File: src/rtl/pcm_mic_deserializer_pkg.sv
// Shared defaults and FSM encoding for the PCM microphone capture path.
package pcm_mic_deserializer_pkg;

    localparam int unsigned DEF_DATA_WIDTH = 16;
    localparam int unsigned DEF_FRAME_BITS = 32;
    localparam int unsigned DEF_FIFO_DEPTH = 4;

    typedef enum logic [1:0] {
        ST_IDLE  = 2'd0,
        ST_ALIGN = 2'd1,
        ST_RUN   = 2'd2
    } mic_state_e;

endpackage

File: src/rtl/pcm_sample_fifo.sv
// First-word fall-through sample FIFO; writes into a full FIFO are dropped and flagged.
module pcm_sample_fifo #(
    parameter int unsigned DATA_WIDTH = 16,
    parameter int unsigned FIFO_DEPTH = 4
) (
    input  logic                  clk,
    input  logic                  rst_n,
    input  logic                  wr,
    input  logic [DATA_WIDTH-1:0] wr_data,
    input  logic                  rd,
    input  logic                  clr_ovf,
    output logic [DATA_WIDTH-1:0] rd_data,
    output logic                  valid,
    output logic                  overflow
);

    localparam int unsigned AW = $clog2(FIFO_DEPTH);

    logic [DATA_WIDTH-1:0] mem [FIFO_DEPTH];
    logic [AW:0]           wr_ptr;
    logic [AW:0]           rd_ptr;
    logic                  empty;
    logic                  full;
    logic                  do_rd;
    logic                  do_wr;

    assign empty = (wr_ptr == rd_ptr);
    assign full  = (wr_ptr[AW] != rd_ptr[AW]) && (wr_ptr[AW-1:0] == rd_ptr[AW-1:0]);
    assign do_rd = rd && !empty;
    // A pop in the same cycle frees the slot, so a full FIFO still accepts the write.
    assign do_wr = wr && (!full || do_rd);

    assign valid   = !empty;
    assign rd_data = empty ? '0 : mem[rd_ptr[AW-1:0]];

    always_ff @(posedge clk or negedge rst_n) begin
        if (!rst_n) begin
            wr_ptr   <= '0;
            rd_ptr   <= '0;
            overflow <= 1'b0;
            for (int unsigned i = 0; i < FIFO_DEPTH; i++) begin
                mem[i] <= '0;
            end
        end else begin
            if (do_wr) begin
                mem[wr_ptr[AW-1:0]] <= wr_data;
                wr_ptr              <= wr_ptr + (AW+1)'(1);
            end
            if (do_rd) begin
                rd_ptr <= rd_ptr + (AW+1)'(1);
            end
            if (wr && !do_wr) begin
                overflow <= 1'b1;
            end else if (clr_ovf) begin
                overflow <= 1'b0;
            end
        end
    end

endmodule

File: src/rtl/pcm_mic_deserializer.sv
// I2S-style microphone capture: drives WS from the divider's BCLK, shifts mic data
// MSB first and queues completed samples in a small FIFO.
module pcm_mic_deserializer
    import pcm_mic_deserializer_pkg::*;
#(
    parameter int unsigned DATA_WIDTH = DEF_DATA_WIDTH,
    parameter int unsigned FRAME_BITS = DEF_FRAME_BITS,
    parameter int unsigned FIFO_DEPTH = DEF_FIFO_DEPTH
) (
    input  logic                  CLK,
    input  logic                  RESET,
    input  logic                  EN_CLK,
    input  logic                  BCLK,
    input  logic                  MIC_DATA,
    output logic                  WS,
    output logic [DATA_WIDTH-1:0] SAMPLE,
    output logic                  SAMPLE_VALID,
    input  logic                  SAMPLE_RD,
    output logic                  OVERFLOW,
    input  logic                  CLR_OVF
);

    localparam int unsigned   CW        = $clog2(FRAME_BITS);
    localparam logic [CW-1:0] LAST_BIT  = CW'(FRAME_BITS - 1);
    localparam logic [CW-1:0] LAST_DATA = CW'(DATA_WIDTH - 1);
    localparam logic [CW-1:0] DW_CNT    = CW'(DATA_WIDTH);

    mic_state_e            state;
    mic_state_e            state_next;
    logic                  mic_meta;
    logic                  mic_s;
    logic                  bclk_q;
    logic                  rise;
    logic                  fall;
    logic [CW-1:0]         bit_cnt;
    logic [CW-1:0]         cnt_next;
    logic [DATA_WIDTH-1:0] shift;
    logic                  take;
    logic                  wr_q;

    assign rise = BCLK && !bclk_q;
    assign fall = !BCLK && bclk_q;
    assign take = (state == ST_RUN) && EN_CLK && rise && (bit_cnt < DW_CNT);

    always_ff @(posedge CLK or negedge RESET) begin
        if (!RESET) begin
            state <= ST_IDLE;
        end else begin
            state <= state_next;
        end
    end

    always_comb begin
        state_next = state;
        case (state)
            ST_IDLE:  if (EN_CLK) state_next = ST_ALIGN;
            ST_ALIGN: if (fall)   state_next = ST_RUN;
            ST_RUN:   state_next = ST_RUN;
            default:  state_next = ST_IDLE;
        endcase
        if (!EN_CLK) begin
            state_next = ST_IDLE;
        end
    end

    always_comb begin
        cnt_next = bit_cnt;
        if (state_next == ST_IDLE) begin
            cnt_next = '0;
        end else if (state == ST_ALIGN && fall) begin
            cnt_next = '0;
        end else if (state == ST_RUN && fall) begin
            cnt_next = (bit_cnt == LAST_BIT) ? '0 : bit_cnt + CW'(1);
        end
    end

    always_ff @(posedge CLK or negedge RESET) begin
        if (!RESET) begin
            mic_meta <= 1'b0;
            mic_s    <= 1'b0;
            bclk_q   <= 1'b0;
            bit_cnt  <= '0;
            shift    <= '0;
            WS       <= 1'b0;
            wr_q     <= 1'b0;
        end else begin
            mic_meta <= MIC_DATA;
            mic_s    <= mic_meta;
            bclk_q   <= BCLK;
            bit_cnt  <= cnt_next;
            // WS follows the counter value it is about to hold, so it spans the whole last bit.
            WS       <= (state_next == ST_RUN) && (cnt_next == LAST_BIT);
            wr_q     <= take && (bit_cnt == LAST_DATA);
            if (state_next == ST_IDLE) begin
                shift <= '0;
            end else if (take) begin
                shift <= DATA_WIDTH'({shift, mic_s});
            end
        end
    end

    pcm_sample_fifo #(
        .DATA_WIDTH (DATA_WIDTH),
        .FIFO_DEPTH (FIFO_DEPTH)
    ) u_fifo (
        .clk      (CLK),
        .rst_n    (RESET),
        .wr       (wr_q),
        .wr_data  (shift),
        .rd       (SAMPLE_RD),
        .clr_ovf  (CLR_OVF),
        .rd_data  (SAMPLE),
        .valid    (SAMPLE_VALID),
        .overflow (OVERFLOW)
    );

endmodule
File: config.mk
export PLATFORM = sky130hd
export DESIGN_NAME = pcm_mic_deserializer
export DESIGN_NICKNAME = d
export VERILOG_FILES = /design/src/rtl/pcm_mic_deserializer_pkg.sv /design/src/rtl/pcm_sample_fifo.sv /design/src/rtl/pcm_mic_deserializer.sv
export SDC_FILE = /design/constraint.sdc
export NUM_CORES = 1
export LEC_CHECK = 0
export CAP_MARGIN = 25
export CORE_MARGIN = 2
export CORE_UTILIZATION = 55
export DETAILED_ROUTE_END_ITERATION = 6
export MAX_ROUTING_LAYER = met4
export PLACE_DENSITY_LB_ADDON = 0.15
export SLEW_MARGIN = 20
export SYNTH_ARGS = -nofsm -noshare
export SYNTH_HDL_FRONTEND = slang
export SYNTH_SLANG_ARGS = --single-unit
File: constraint.sdc
create_clock -name CLK -period 2.4 [get_ports CLK]
set_clock_uncertainty 0.05 [all_clocks]
set_input_delay 0.24 -clock CLK [delete_from_list [all_inputs] [get_ports CLK]]
set_output_delay 0.24 -clock CLK [all_outputs]
set_load 0.02 [all_outputs]
==> flow_metrics.py, run 1 <==
metrics = {
    "global_route": {
        "grt_pass1_wl_mm": 14.21,
        "grt_pass1_vias": 2706,
        "grt_usage_pct": 19.83,
        "grt_overflow": 0,
        "grt_max_degree": 48,
        "grt_antenna_before_repair": 0,
    },
    "placed_design": {
        "dp_hpwl_mm": 5.303,
        "placed_area_um2": 5131,
        "port_buffers": 25,
        "dpl_worst_slack_ns": 0.1579,
        "gp_congestion": 0.7855,
        "dp.cells": 445,
    },
    "timing": {
        "finalSetupTns_ns": 0,
        "report.final.slew_viol_count": 0,
        "max_slew_margin_pct": 57.96,
        "setup_violations": 0,
        "hold_ws_ns": 0.2581,
        "tightestPinTransition_ns": 0.6306,
        "min_period_over_period_pct": 95.44,
        "fin_ws_ns": 0.1095,
        "final_hold_viol_count": 0,
        "rsz0062_at_grt": "no",
        "max_freq_mhz": 436.6,
        "fin_crit_ns": 2.290,
    },
    "drt": {
        "wl_met1_mm": 4.106,
        "met3_length_um": 212,
        "ant_nets": 0,
        "via_per_inst": 5.677,
        "wl_mm": 8.524,
        "top_layer": "met4",
        "num_vias": 2623,
        "drt_pass1_iterations": 4,
        "wl_met2_mm": 4.089,
        "wire_per_inst_um": 18.45,
        "drtIter0Drc": 61,
        "drc": 0,
    },
    "final_layout": {
        "post-route-cell-area_um2": 5314,
        "drive_gt1_share_pct": 32.77,
        "finalNetCount": 367,
        "final_cell_mix": "dfrtp_1, mux2_4, mux2_2",
        "post-route-util_pct": 64.03,
        "final_cells": 462,
        "nFillCells": 626,
        "n_antenna_cell": 0,
        "syn_to_final_growth_pct": 12.03,
        "final_common_cell": "dfrtp_1",
    },
    "floorplan": {
        "io_pins": 26,
        "core_um2": 8299,
        "start_util_pct": 57.15,
        "die_w_um": 96.87,
        "num_rows": 33,
        "die_area_um2": 9383,
        "die_y_um": 96.87,
    },
    "logic_synthesis": {
        "synth_edf_count": 0,
        "async_flop_share_pct": 100.0,
        "synth-seq-area-share_pct": 52.23,
        "synth_top_cell_area_share_pct": 52.23,
        "synth.distinct_cells": 41,
        "ys_ff_latch": 99,
        "syn_area_per_cell_um2": 14.92,
        "synth_area_leaders": "dfrtp_1, mux2_4, mux2_2",
        "postSynthNetCount": 333,
        "synthFlopType": "dfrtp_1",
        "netlist.top_cell.by_area": "dfrtp_1",
        "synthCells": 318,
        "yosys_warnings": 0,
        "syn-cell-area_um2": 4743,
    },
    "clocking": {
        "cts_buffers": 9,
        "clock_path_buffers": 2,
        "cts.sinks": 99,
        "cts_root_buf": "clkbuf_8",
        "insertion_delay_ns": 0.36,
        "cts_tree": "yes",
        "h-tree-depth": 3,
        "clk_pin_slew_ns": 0.09,
    },
    "setup_path": {
        "start_kind": "flop",
        "rr_worst_depth": 7,
        "worstPathArrival_ns": 2.00,
        "cp_max_fo": 19,
        "required_ns": 2.11,
        "critPathKind": "reg -> out",
        "r2r-end": "WS",
        "reg2reg_from": "bit_cnt[0]",
        "cp-end-kind": "primary output",
        "rrSetupSlack_ns": 0.19,
    },
    "power": {
        "p_leak_nw": 2.817,
        "irDropWorstVdd_v": 0.0002823,
        "power_mw": 2.777,
        "pwr_density_cell_nw_per_um2": 522.6,
    },
    "status": {
        "status": "complete, no violations",
    },
    "worst_hold_path": {
        "worstHoldPathCells": 1,
        "hp-class": "in -> reg",
        "min_from": "MIC_DATA",
        "holdPathEnd": "mic_meta",
    },
    "run": {
        "maxCapViolCount": 0,
    },
}
## power breakdown
part	total [mW]	leakage (nW)	internal [mW]	switching [mW]
Combinational	0.0775	1.36	0.0266	0.0508
Sequential	1.68	1.37	1.67	0.00802
Clock	1.02	0.0880	0.436	0.585
Total	2.78	2.82	2.13	0.644
## area by class of cell
cell class / instances / area, µm² / share of cell area, %
flip-flops and latches: 99 / 2479 / 46.64
multi-input cells: 199 / 2148 / 40.43
repair buffers: 37 / 345.3 / 6.499
clock buffers: 11 / 151.4 / 2.849
well taps: 105 / 131.4 / 2.472
clock inverters: 5 / 36.28 / 0.6828
inverters: 6 / 22.52 / 0.4238
## metal layers
layer  up-vias  GRT usage [%]
met4         0          5.850
met5         -              -
met1      1379          27.09
met3        10          4.335
li1       1204              -
met2        30          30.29
## registers in the layout (all words and copies together), names as in the netlist, 2 cells and up
register       flops
u_fifo.wr_ptr      3
state              2
u_fifo.rd_ptr      3
u_fifo.mem        64
bit_cnt            5
shift             16
## cell families after synthesis
kind of cell	share of synthesized area, %
flops	52.23
mux	29.94
simple gates	8.441
buf+inv	2.559
compound gates	2.532
xor+xnor	1.978
fa+ha+maj	2.321
## cells in the mapped netlist (2+ instances only)
cell       instances
a21oi_1            5
and2_1            17
and3_1             2
buf_2              4
buf_6              5
clkbuf_1           4
dfrtp_1           99
ha_1               8
inv_1              6
mux2_2            26
mux2_4            39
mux2i_1           17
mux4_1             3
mux4_2            13
nand2_1            5
nand2_4            4
nand3_1            2
nand3b_1           3
nand4bb_1          2
nor2_1            21
nor2b_1            3
o21ai_0            3
o22ai_1            2
or3_1              2
xnor2_1            5
xnor2_2            2
xor2_1             2
## worst max-delay path, cell delays in order, from the launching register on
cell             delay [ns]
dfrtp_2                0.46
xnor2_2                0.28
nand3b_1               0.18
buf_12                 0.19
clkdlybuf4s50_1        0.53
## how the worst max path moves through the flow
stage                           startpoint            to  depth (start not counted)
after floorplan                 bit_cnt[0]            WS                          7
after global placement          bit_cnt[0]            WS                          7
after detailed placement        bit_cnt[0]            WS                          7
after CTS                 u_fifo.rd_ptr[0]  SAMPLE_VALID                          4
after global routing      u_fifo.rd_ptr[0]    SAMPLE[11]                          4
final                     u_fifo.rd_ptr[0]  SAMPLE_VALID                          4
## repair_timing
item / 4_1_cts / 5_1_grt
setup endpoints to repair: 16 / 1
hold buffers: 1 / 0
resized for setup: 17 / 1
setup buffers: 0 / 0
hold endpoints to repair: 45 / 0
(Power assumes the default switching activity.)
==> run 2: changes to the inputs <==
Settings changed: CORE_ASPECT_RATIO set to 2, CORE_MARGIN 2 to not set, CTS_CLUSTER_SIZE set to 28.
==> flow_metrics.py, run 2 (same netlist as run 1, synthesis figures left out) <==
metrics = {
    "status": {
        "status": "complete, no violations",
    },
    "final_layout": {
        "finalNetCount": 368,
        "syn_to_final_growth_pct": 14.59,
        "regMostFlops": "u_fifo.mem",
        "final_cell_mix": "dfrtp_1, mux2_4, mux2_2",
        "nFillCells": 618,
        "final_cells": 456,
        "drive_gt1_share_pct": 32.40,
        "n_antenna_cell": 0,
        "final_common_cell": "dfrtp_1",
        "largest_reg_flops": 64,
        "largestRegisters": "u_fifo.mem x64, shift x16, bit_cnt x5",
    },
    "setup_path": {
        "critPathKind": "reg -> out",
        "start_kind": "flop",
        "cp-end-kind": "primary output",
        "slowest_delay_ns": 0.53,
        "slowest_stage": "mux4_2",
        "cp_max_fo": 11,
        "path_cells": "buf_4 -> buf_12 -> mux4_2 -> and2_1 -> dlygate4sd2_1",
        "reg2reg_from": "bit_cnt[0]",
        "startpoint": "u_fifo.rd_ptr[0]",
        "rrSetupSlack_ns": 0.24,
        "worstPathArrival_ns": 2.03,
        "required_ns": 2.11,
    },
    "timing": {
        "tightestPinTransition_ns": 0.5485,
        "max_slew_margin_pct": 63.44,
        "max_freq_mhz": 431.0,
        "min_period_over_period_pct": 96.68,
        "report.final.slew_viol_count": 0,
        "final_hold_viol_count": 0,
        "fin_ws_ns": 0.07962,
        "setup_violations": 0,
        "rsz0062_at_grt": "no",
        "finalSetupTns_ns": 0,
        "hold_ws_ns": 0.2819,
        "fin_crit_ns": 2.320,
    },
    "drt": {
        "drtIter0Drc": 129,
        "drc": 0,
        "ant_nets": 0,
        "wl_mm": 8.860,
        "via_per_inst": 5.763,
        "wire_per_inst_um": 19.43,
        "num_vias": 2628,
        "drt_pass1_iterations": 4,
    },
    "worst_hold_path": {
        "hp-class": "in -> reg",
        "min_from": "MIC_DATA",
    },
    "clocking": {
        "clk_pin_slew_ns": 0.07,
        "cts_root_buf": "clkbuf_16",
        "cts.sinks": 99,
        "clock_path_buffers": 2,
        "cts_tree": "yes",
        "insertion_delay_ns": 0.35,
        "cts_buffers": 9,
        "h-tree-depth": 3,
    },
    "floorplan": {
        "core_um2": 8292,
        "io_pins": 26,
        "die_w_um": 67.67,
        "num_rows": 47,
        "die_area_um2": 9022,
        "die_y_um": 133.3,
        "start_util_pct": 57.21,
    },
    "global_route": {
        "grt_max_degree": 43,
        "grt_usage_pct": 23.01,
        "grt_pass1_vias": 2747,
        "grt_pass1_wl_mm": 14.37,
        "grt_overflow": 0,
        "grt_antenna_before_repair": 0,
    },
    "power": {
        "p_sw_mw": 0.6995,
        "switching_share_pct": 22.29,
        "seq_power_share_pct": 53.5,
        "power_mw": 3.138,
        "combinationalPowerShare_pct": 2.5,
        "p_clk_share_pct": 44.0,
        "p_leak_nw": 2.871,
        "p_int_mw": 2.439,
        "pwr_density_cell_nw_per_um2": 577.4,
        "irDropWorstVdd_v": 0.0004646,
    },
    "placed_design": {
        "dp_hpwl_mm": 5.830,
        "port_buffers": 25,
        "dp.cells": 438,
        "gp_congestion": 0.7699,
        "dpl_worst_slack_ns": 0.2335,
    },
    "run": {
        "maxCapViolCount": 0,
    },
}
-- run 2: worst paths after layout --
path / endpoint / cells after the start
min: mic_meta / 1
max reg2reg: WS / 7
min reg2reg: mic_s / 0
max in group asynchronous: shift[3] / 3
min in group asynchronous: u_fifo.mem[44] / 2
max: SAMPLE[1] / 5
-- run 2: final cells by class --
class,count,area (µm²),share of cell area [%]
clock inverters,6,48.80,0.8978
repair buffers,38,369.1,6.791
clock buffers,10,239.0,4.397
flip-flops and latches,99,2477,45.58
multi-input cells,199,2156,39.66
well taps,98,122.6,2.256
inverters,6,22.52,0.4144
-- run 2: metrics by stage --
step / cell area, µm² / util (%)
final: 5435 / 65.55
after global routing: 5435 / 65.55
after CTS: 5435 / 65.55
after detailed placement: 5135 / 61.93
after global placement: 5135 / 61.93
after floorplan: 4743 / -
-- run 2: what timing repair did --
action,in CTS,in global routing
hold buffers,1,0
hold endpoints to repair,39,0
endpoints found under the setup margin,17,0
gates resized for setup,18,0
buffers inserted,1,0
-- run 2: per-layer routing --
metal  vias to the layer above  share of wire, %  global-route usage (%)
met5                         -                 0                       -
met4                         0               2.8                   11.58
met3                        15               2.0                   3.425
met2                        39                54                   36.41
met1                      1374                41                   27.78
li1                       1200                 -                       -
-- run 2: critical path, delay by kind of cell, from the launching register on --
kind	cells	cell delay [ns]
DFF	1	0.39
buffers and inverters	3	0.59
muxes	1	0.53
and+or+nand+nor	1	0.17
-- run 2: power groups by stage --
stage	Combinational [mW]	Sequential, mW	Clock, mW
floorplan	0.0251	1.71	0
global placement	0.0767	1.71	0
detailed placement	0.0780	1.71	0
CTS	0.0794	1.68	1.41
global route	0.0875	1.68	1.48
finish	0.0769	1.68	1.38
==> run 3: changes to the inputs <==
Settings changed: CAP_MARGIN 25 to 5.
Clock period 2.4 ns to 2.6 ns, I/O delays scaled along.
==> flow_metrics.py, run 3 (same netlist as run 1, synthesis figures left out) <==
metrics = {
    "final_layout": {
        "final_cell_mix": "dfrtp_1, mux2_4, mux2_2",
        "largestRegisters": "u_fifo.mem x64, shift x16, bit_cnt x5",
        "final_common_cell": "dfrtp_1",
        "n_antenna_cell": 0,
        "drive_gt1_share_pct": 31.44,
        "syn_to_final_growth_pct": 15.04,
        "post-route-cell-area_um2": 5456,
        "largest_reg_flops": 64,
        "finalNetCount": 364,
        "regMostFlops": "u_fifo.mem",
    },
    "placed_design": {
        "dp_hpwl_mm": 5.608,
        "port_buffers": 25,
        "placed_area_um2": 5100,
        "gp_congestion": 0.7842,
        "dpl_worst_slack_ns": 0.3824,
    },
    "global_route": {
        "grt_usage_pct": 23.04,
        "grt_pass1_vias": 2855,
        "grt_antenna_before_repair": 0,
        "grt_overflow": 0,
        "grt_max_degree": 46,
        "grt_pass1_wl_mm": 14.61,
    },
    "setup_path": {
        "start_kind": "flop",
        "worstPathArrival_ns": 2.21,
        "required_ns": 2.29,
        "cp-end-kind": "primary output",
        "cp_max_fo": 19,
        "critPathKind": "reg -> out",
    },
    "power": {
        "irDropWorstVdd_v": 0.0003438,
        "pwr_density_cell_nw_per_um2": 569.1,
        "p_leak_nw": 2.849,
    },
    "timing": {
        "fin_ws_ns": 0.08029,
        "max_freq_mhz": 396.9,
        "setup_violations": 0,
        "report.final.slew_viol_count": 0,
        "final_hold_viol_count": 0,
        "finalSetupTns_ns": 0,
        "hold_ws_ns": 0.3031,
        "fin_crit_ns": 2.520,
        "max_slew_margin_pct": 60.37,
        "min_period_over_period_pct": 96.91,
        "rsz0062_at_grt": "no",
        "tightestPinTransition_ns": 0.5944,
    },
    "clocking": {
        "h-tree-depth": 3,
        "cts_tree": "yes",
        "insertion_delay_ns": 0.34,
        "post_cts_buffers": 0,
        "cts.sinks": 99,
        "cts_root_buf": "clkbuf_16",
        "clock_path_buffers": 2,
        "clk_pin_slew_ns": 0.06,
        "cts_buffers": 9,
    },
    "drt": {
        "wire_per_inst_um": 19.72,
        "num_vias": 2615,
        "wl_mm": 8.892,
        "drc": 0,
        "drt_pass1_iterations": 4,
        "via_per_inst": 5.798,
        "drtIter0Drc": 181,
        "ant_nets": 0,
    },
    "floorplan": {
        "die_w_um": 67.67,
        "start_util_pct": 57.21,
        "die_area_um2": 9022,
        "core_um2": 8292,
        "num_rows": 47,
        "die_y_um": 133.3,
        "io_pins": 26,
    },
    "worst_hold_path": {
        "hp-class": "reg -> reg",
    },
    "run": {
        "maxCapViolCount": 0,
    },
    "status": {
        "status": "complete, no violations",
    },
}
run 3: cell types whose count changed in the layout (fill, tap and decap cells not counted), sizes merged:
cell           delta
dlymetal6s2s      +3
buf               -4
inv               -2
clkdlybuf4s50    +13
dlygate4sd2      -16
bufinv            +3
clkinvlp          -2
run 3: layer usage:
metal / up-vias / GRT usage (%) / share of wire (%)
met5: - / - / 0
met4: 0 / 9.220 / 1.4
met3: 9 / 3.082 / 2.0
met2: 31 / 38.23 / 54
met1: 1375 / 27.35 / 42
li1: 1200 / - / -
run 3: worst max-delay path, cell delays in order, from the launching register on:
cell and delay, ns:
dfrtp_1 0.39, buf_12 0.18, xnor2_2 0.27, nand3b_1 0.11, buf_4 0.22, and2_1 0.16, clkdlybuf4s50_1 0.53
run 3: final timing paths:
path                                   from               end  slack (ns)  depth (start not counted)
setup / recovery           u_fifo.rd_ptr[0]         SAMPLE[1]        0.08                          6
hold / removal                     mic_meta             mic_s        0.30                          0
setup reg to reg                 bit_cnt[0]                WS        0.38                          7
hold reg to reg                    mic_meta             mic_s        0.30                          0
max in group asynchronous             RESET  u_fifo.rd_ptr[0]        1.43                          3
min in group asynchronous             RESET    u_fifo.mem[44]        0.41                          2
run 3: power breakdown:
group / switching (mW) / internal, mW
sequential: 0.00757 / 1.54
combinational: 0.0463 / 0.0232
clock: 0.551 / 0.933
total: 0.604 / 2.50
run 3: timing repair:
| action | 4_1_cts | 5_1_grt |
|---|---|---|
| setup endpoints to repair | 0 | 8 |
| hold buffers | 1 | 0 |
| gates resized for setup | 0 | 4 |
| endpoints found under the hold margin | 43 | 0 |
run 3: cell type report:
| class | instances | area (µm²) |
|---|---|---|
| sequential | 99 | 2477 |
| tap | 98 | 122.6 |
| inverter | 6 | 22.52 |
| timing repair buffer | 34 | 350.3 |
| fill | 604 | 2835 |
| clock inverter | 5 | 102.6 |
| multi-input combinational | 199 | 2152 |
| clock buffer | 10 | 229.0 |
run 3: through the flow:
step | cells | total power [mW] | utilization (%)
2_1_floorplan | 318 | 1.599 | -
3_3_place_gp | 435 | 1.650 | 61.51
3_5_place_dp | 435 | 1.651 | 61.51
4_1_cts | 451 | 3.130 | 65.63
5_1_grt | 451 | 3.200 | 65.81
6_report | 451 | 3.105 | 65.81
